===== src/rtl/mux_arb_pkg.sv =====
// Shared definitions for the round-robin mux-select arbiter: FSM states,
// requester count, select width and the pointer value used at reset.
package mux_arb_pkg;

  localparam int N_REQ = 8;
  localparam int SEL_W = 3;

  // ptr is reset to the top index so the first scan starts at requester 0.
  localparam logic [SEL_W-1:0] PTR_RST = 3'd7;

  typedef enum logic [1:0] {
    IDLE  = 2'd0,
    GRANT = 2'd1,
    GAP   = 2'd2
  } arb_state_t;

endpackage


===== src/rtl/mux_rr_arbiter_if.sv =====
// Bundle between the arbiter and its eight requesters.
// Handshake: req[i] is a level request; requester i may use the muxed bit
// only while grant[i]=1 (valid=1 and sel=i). A requester keeps req[i] high
// for as long as it wants the mux and drops it to release ownership.
// state is a debug view of the arbiter FSM.
interface mux_rr_arbiter_if;
  import mux_arb_pkg::*;

  logic [N_REQ-1:0] req;
  logic [N_REQ-1:0] grant;
  logic [SEL_W-1:0] sel;
  logic             valid;
  logic             busy;
  arb_state_t       state;

  modport master (
    input  req,
    output grant,
    output sel,
    output valid,
    output busy,
    output state
  );

  modport slave (
    output req,
    input  grant,
    input  sel,
    input  valid,
    input  busy,
    input  state
  );

endinterface


===== src/rtl/mux_rr_arbiter_rr_pick.sv =====
// Rotate-priority encoder: returns the first set req bit scanning upward
// from ptr+1 and wrapping 7->0; ptr itself is checked last.
module rr_pick
  import mux_arb_pkg::*;
(
  input  logic [N_REQ-1:0] req,
  input  logic [SEL_W-1:0] ptr,
  output logic [SEL_W-1:0] idx,
  output logic             any
);

  logic [SEL_W-1:0] cand;

  // Walk from the farthest candidate to the nearest so the nearest wins.
  always_comb begin
    idx  = ptr;
    cand = ptr;
    for (int k = N_REQ; k >= 1; k--) begin
      cand = ptr + SEL_W'(k);
      if (req[cand]) idx = cand;
    end
  end

  assign any = |req;

endmodule


===== src/rtl/mux_rr_arbiter.sv =====
// Round-robin owner of the 8:1 bit-select mux select. Registered one-hot
// grant, one idle GAP cycle between owners so the muxed bit never changes
// under a grant holder.
// Optional feature macro: MUX_ARB_TIMEOUT_EN -- adds the hold counter and
// preempts an owner after MAX_HOLD cycles when someone else is waiting.
module mux_rr_arbiter
  import mux_arb_pkg::*;
#(
  parameter int MAX_HOLD = 16,
  parameter int CNT_W    = 8
) (
  input  logic              clk,
  input  logic              rst_n,
  mux_rr_arbiter_if.master  bus
);

  if (MAX_HOLD < 2 || MAX_HOLD > 255 || (64'd1 << CNT_W) <= 64'(MAX_HOLD)) begin : g_bad_cfg
    $error("mux_rr_arbiter: illegal MAX_HOLD/CNT_W combination");
  end

  arb_state_t       state_q, state_d;
  logic [N_REQ-1:0] grant_q;
  logic [SEL_W-1:0] sel_q;
  logic [SEL_W-1:0] ptr_q;
  logic             valid_q;
  logic             load;
  logic             preempt;
  logic [SEL_W-1:0] pick_idx;
  logic             pick_any;

  rr_pick u_pick (
    .req (bus.req),
    .ptr (ptr_q),
    .idx (pick_idx),
    .any (pick_any)
  );

`ifdef MUX_ARB_TIMEOUT_EN
  localparam logic [CNT_W-1:0] HOLD_LAST = CNT_W'(MAX_HOLD - 1);

  logic [CNT_W-1:0] cnt_q;

  // Tenure counter: cleared on every new grant, saturates at MAX_HOLD-1.
  always_ff @(posedge clk or negedge rst_n) begin
    if (!rst_n) begin
      cnt_q <= '0;
    end else if (load) begin
      cnt_q <= '0;
    end else if (state_q == GRANT && cnt_q != HOLD_LAST) begin
      cnt_q <= cnt_q + 1'b1;
    end
  end

  // Only a waiting competitor can end an expired tenure.
  assign preempt = (cnt_q == HOLD_LAST) && ((bus.req & ~grant_q) != '0);
`else
  assign preempt = 1'b0;
`endif

  // Next-state: grant from IDLE/GAP when anyone requests, leave GRANT via GAP.
  always_comb begin
    state_d = state_q;
    load    = 1'b0;
    case (state_q)
      IDLE: begin
        if (pick_any) begin
          state_d = GRANT;
          load    = 1'b1;
        end
      end
      GRANT: begin
        if (!bus.req[sel_q] || preempt) state_d = GAP;
      end
      GAP: begin
        if (pick_any) begin
          state_d = GRANT;
          load    = 1'b1;
        end else begin
          state_d = IDLE;
        end
      end
      default: state_d = IDLE;
    endcase
  end

  // State, grant, select and pointer registers; sel holds through GAP/IDLE.
  always_ff @(posedge clk or negedge rst_n) begin
    if (!rst_n) begin
      state_q <= IDLE;
      grant_q <= '0;
      sel_q   <= '0;
      valid_q <= 1'b0;
      ptr_q   <= PTR_RST;
    end else begin
      state_q <= state_d;
      if (load) begin
        grant_q <= N_REQ'(1) << pick_idx;
        sel_q   <= pick_idx;
        valid_q <= 1'b1;
        ptr_q   <= pick_idx;
      end else if (state_d != GRANT) begin
        grant_q <= '0;
        valid_q <= 1'b0;
      end
    end
  end

  assign bus.grant = grant_q;
  assign bus.sel   = sel_q;
  assign bus.valid = valid_q;
  assign bus.busy  = (state_q != IDLE);
  assign bus.state = state_q;

endmodule

===== src/flat_wrapper.sv =====
// flat-port wrapper written by rule: the top's interface ports become plain ports
module mux_rr_arbiter_flat import mux_arb_pkg::*;
#(
  parameter int MAX_HOLD = 16,
  parameter int CNT_W    = 8
)
  (clk, rst_n, bus_req, bus_grant, bus_sel, bus_valid, bus_busy, bus_state);
  mux_rr_arbiter_if bus_i ();
  input  logic clk;
  input  logic rst_n;
  input wire logic [$bits(bus_i.req)-1:0] bus_req;
  output wire logic [$bits(bus_i.grant)-1:0] bus_grant;
  output wire logic [$bits(bus_i.sel)-1:0] bus_sel;
  output wire logic [$bits(bus_i.valid)-1:0] bus_valid;
  output wire logic [$bits(bus_i.busy)-1:0] bus_busy;
  output wire logic [$bits(bus_i.state)-1:0] bus_state;
  assign bus_i.req = bus_req;
  assign bus_grant = bus_i.grant;
  assign bus_sel = bus_i.sel;
  assign bus_valid = bus_i.valid;
  assign bus_busy = bus_i.busy;
  assign bus_state = bus_i.state;
  mux_rr_arbiter #(.MAX_HOLD(MAX_HOLD), .CNT_W(CNT_W)) u_core (.clk(clk), .rst_n(rst_n), .bus(bus_i));
endmodule

===== config.mk =====
export PLATFORM = sky130hd
export DESIGN_NAME = mux_rr_arbiter_flat
export DESIGN_NICKNAME = d
export VERILOG_FILES = /design/src/rtl/mux_arb_pkg.sv /design/src/rtl/mux_rr_arbiter_if.sv /design/src/rtl/mux_rr_arbiter_rr_pick.sv /design/src/rtl/mux_rr_arbiter.sv /design/src/flat_wrapper.sv
export SDC_FILE = /design/constraint.sdc
export NUM_CORES = 1
export LEC_CHECK = 0
export BUFFER_PORTS_ARGS = -buffer_cell sky130_fd_sc_hd__buf_2
export CAP_MARGIN = 20
export CORE_MARGIN = 8
export CORE_UTILIZATION = 28
export DETAILED_ROUTE_END_ITERATION = 7
export PLACE_DENSITY = 0.56
export SETUP_SLACK_MARGIN = 0.15
export SKIP_CTS_REPAIR_TIMING = 1
export SYNTH_ARGS = -nofsm -noshare
export SYNTH_HDL_FRONTEND = slang
export SYNTH_SLANG_ARGS = --single-unit
export TNS_END_PERCENT = 5

===== constraint.sdc =====
create_clock -name clk -period 3.4 [get_ports clk]
set_input_delay 0 -clock clk [delete_from_list [all_inputs] [get_ports clk]]
set_output_delay 0 -clock clk [all_outputs]
set_load 0.02 [all_outputs]

; ---- After elaboration in Yosys (flattened, before gate mapping)
; Index checks and enable logic that the tools add are counted.
[classes]
addsub = 7
order_cmp = 8
n_eq_ne = 3
n_shift = 1
n_mux = 33
n_reduce_logical = 5
[ops]
columns = op, n
row1 = 3-bit by 4-bit < comparator with 1-bit output (second input constant), 8
row2 = 1-bit binary-select mux with 3-bit select, 8
row3 = 3-bit two-way mux, 7
row4 = 8-bit two-way mux, 2
row5 = 1-bit two-way mux, 13
row6 = 3-bit adder (second input constant), 4
row7 = 8-bit OR reduction, 1
row8 = 1-bit by 3-bit left shift with 8-bit output (first input constant), 1
row9 = 3-bit by 2-bit adder with 3-bit output (second input constant), 2
row10 = 2-bit case mux with 3 select lines, 1
row11 = 2-bit two-way mux, 2
row12 = 2-bit nonzero test, 2
row13 = 3-bit by 1-bit adder with 3-bit output (second input constant), 1
row14 = 2-bit by 1-bit == test with 1-bit output (second input constant), 1
row15 = 2-bit == test (second input constant), 1
row16 = 2-bit zero test, 1
row17 = 2-bit by 1-bit != test with 1-bit output (second input constant), 1
row18 = 2-bit OR reduction, 1
[word_totals]
ff_bits = 17
inputBits = 10
output_inout_bits = 15
word_cells = 62

; ---- Depth between registers and ports, before layout
[logic_depth]
depth_word = 12
ltp_mapped = 12
mapped_depth_nobuf = 9

; ---- Modules after synthesis
; Synthesis repeated with hierarchy kept, for this count alone.
[unflattened]
cells_unflattened = 176
area_unflattened_um2 = 1684.1
[modules_own_cells]
columns = module, n_inst, cells_each, area_each_um2, seq_area_each_um2
row1 = rr_pick, 1, 101, 904.6, 0.0
row2 = mux_rr_arbiter, 1, 75, 779.5, 429.2

; ---- Worst setup path after synthesis
; No wires, ideal clock.
[synth_timing]
path_type = register -> register
start = reg u_core.ptr_q[0]
end = reg u_core.grant_q[2] (netlist: u_core.bus.grant[2])
setup_ns = 0.122
t_arrival_ns = 3.004
required_ns = 3.278
path_slack_ns = 0.275
path_stages_with_launch = 12
path_buffers = 2
synth_period_minus_slack_ns = 3.125
path_cell_list = dfstp_2 buf_6 inv_4 ha_1 buf_6 mux2_2 mux4_2 nor4_2 or3b_1 a211oi_2 or3b_4 a32o_1
[synth_via]
elab_chain_cells = 12
elab_cells_between_ends = 30
cone_classes = 7 x add/sub / 1 x shift / 22 x mux
[synth_lines]
columns = element, line_no
row1 = start: declaration, mux_rr_arbiter.sv:24  ; logic [SEL_W-1:0] ptr_q;
row2 = start signal: assignment, mux_rr_arbiter.sv:100  ; ptr_q <= pick_idx;
row3 = 3-bit adder, mux_rr_arbiter_rr_pick.sv:19  ; cand = ptr + SEL_W'(k);
row4 = 1-bit binary-select mux with 3-bit select, mux_rr_arbiter_rr_pick.sv:20  ; if (req[cand]) idx = cand;
row5 = 1-bit two-way mux (not written as such), mux_rr_arbiter_rr_pick.sv:20
row6 = 3-bit two-way mux (6 in a row), mux_rr_arbiter_rr_pick.sv:20
row7 = 3-bit two-way mux (*), mux_rr_arbiter_rr_pick.sv:20
row8 = 1-bit by 3-bit left shift with 8-bit output (*), mux_rr_arbiter.sv:97  ; grant_q <= N_REQ'(1) << pick_idx;
row9 = 8-bit two-way mux (*), mux_rr_arbiter.sv:96  ; if (load) begin
row10 = end signal: assignment, mux_rr_arbiter.sv:97
row11 = end: declaration, mux_rr_arbiter.sv:22  ; logic [N_REQ-1:0] grant_q;
; Mark *: on every way between the ends. The rest lies on a longest branch, timed or not. The select of a mux whose other input is x is not followed.
; A chain may end at the register's enable or synchronous reset.

; ---- Final worst setup path
; Ends and elaborated chain as after synthesis.

==> results.ini <==
[outcome]
outcome=complete, no violations

[synth]
synth_fp_nets=175
yosysWarnings=0
synth_cells=163
seq_area_frac_synth=0.247
synth_cell_type_count=61
syn_avg_cell_area_um2=10.7
synthArstFlopShare=1.00
netlist_area_um2=1740
synth_edf_count=0
synthFlopType=dfrtp_1
ys_ff_latch=17

[layout]
layout_commonest_cell=buf_2
drive_gt1_frac=0.397
seqCellArea_um2=429
multi_input_area_um2=1200
n_antenna_cell=0
area_delta_synth_final_pct=13.9
fin_area_um2=1980
nNetsFinal=202
fillers=612
layout_common_cells=24 x buf_2, 18 x nand2_1, 14 x dfrtp_1, 12 x mux4_2, 12 x mux2i_1

[timing]
fin_worst_skew_ns=0.000758
setup_slack_ns=0.318
min_period_ns=3.08
tightest_slew_ns=0.548
setup-tns-final_ns=0
slew_viol_final=0
rsz0062_at_grt=false
max_freq_mhz=324
fin_crit_sh=0.906
maxSlewHeadroom=0.632
hold_violations=0
setup_viol=0

[worst_setup_path]
critPathSlowestCell=dfstp_2
r2r_end=u_core.bus.grant[2]
r2r-start=u_core.ptr_q[0]
crit_family=multiplexers
reg2reg_slack_ns=0.32
cp_num_buf_inv=1
path_class=reg2reg
cp_max_fo=10
crit_required_ns=3.54
arrival_ns=3.22
start_kind=flip-flop
worstRegToRegCells=9
end_kind=flip-flop
path_cells=inv_4 > ha_2 > mux2_2 > mux4_2 > nor4_2 > or3b_1 > a211oi_2 > or3b_4 > a32o_1
cp_slowest_stage_delay_ns=0.56

[place]
placed_area_um2=1900
place_ws_ns=0.226
dp_hpwl_mm=3.21
routabilityCongestion=0.861
portBuffers=24

[run]
max_cap_viol_count=0

[route]
vias=1447
drt_iter0_drc=136
drtPass1Iterations=4
wl_per_cell_um=16.3
ant_nets=0
drc=0
via_per_inst=5.48
routed_wl_mm=4.30

[min_path]
hp-class=in2async

[clocking]
cts_tree=built
cts_buffers=3
cts-root-buf=clkbuf_8
clockBufferDepth=2
htree_levels=1
path_clk_slew_ns=0.07
clk_latency_ns=0.25
clock_sinks=17

[global_routing]
grt_max_degree=23
grt_overflow=0
antenna_found_initial=0
grtUsageTotal=0.0983
grt_first_pass_wirelength_mm=7.27
grt_pass1_vias=1439

[floorplanning]
die_height_um=94.8
die_w_um=94.8
ioPinCount=25
rows=28
fp.dieArea_um2=8980
core_um2=5960
start_util=0.292

logic make-up (layout without fill, tap and decap cells):
family | count (synthesis) | after routing | synth area share
fa+ha+maj | 2 | 2 | 0.0144
flops | 17 | 17 | 0.247
mux | 31 | 31 | 0.295
compound gates | 42 | 42 | 0.192
buf+inv | 15 | 41 | 0.0641
simple gates | 54 | 54 | 0.173
xor+xnor | 2 | 2 | 0.0144
how the worst max path moves through the flow:
stage / startpoint / to / cells after the start
6_report: u_core.ptr_q[0] / u_core.bus.grant[2] / 9
5_1_grt: u_core.ptr_q[0] / u_core.bus.grant[7] / 9
4_1_cts: u_core.ptr_q[0] / u_core.bus.grant[2] / 9
3_5_place_dp: u_core.ptr_q[0] / u_core.bus.grant[2] / 9
3_3_place_gp: u_core.ptr_q[0] / u_core.bus.grant[2] / 9
2_1_floorplan: u_core.ptr_q[0] / u_core.bus.grant[2] / 11
cells in the mapped netlist (3+ instances only):
cell type  count  share of area
a21o_1         4          0.017
a21oi_1        3         0.0086
buf_6          6          0.039
dfrtp_1       14           0.20
dfstp_2        3          0.045
inv_1          3         0.0065
mux2i_1       13          0.075
mux4_2        12           0.16
nand2_1       18          0.039
nand2b_1       3          0.011
nand3_1        4          0.012
nor2_1         6          0.013
nor2b_1        3          0.011
nor3_1         4          0.012
o21ai_0        5          0.014
flip-flops by register name, indices dropped and copies added, names as in the netlist:
signal	count
u_core.bus.valid	1
u_core.bus.grant	8
u_core.bus.state	2
u_core.ptr_q	3
u_core.bus.sel	3
metal layers:
layer  wire [um]  up-vias  track usage
met5           0        -            0
met4          22        0       0.0208
met3         155        4       0.0270
met2        2130       26        0.162
met1        1990      723        0.125
li1            -      694            -
through the flow:
step	hold WS, ns	utilization	instances
after global routing	0.257	0.332	264
after global placement	-0.0588	0.319	257
final	0.194	0.332	264
after detailed placement	-0.0552	0.319	257
after CTS	-0.325	0.327	261
after floorplan	-0.296	-	163
area by class of cell:
| cell class | count | share of cell area |
|---|---|---|
| Timing Repair Buffer | 33 | 0.0961 |
| Inverter | 4 | 0.00886 |
| Multi-Input combinational cell | 131 | 0.608 |
| Clock buffer | 4 | 0.0228 |
| Sequential cell | 17 | 0.217 |
| Tap cell | 75 | 0.0474 |
Power is not shown: default switching activity piles up to over one toggle a cycle in this logic, so the estimate is an artifact.
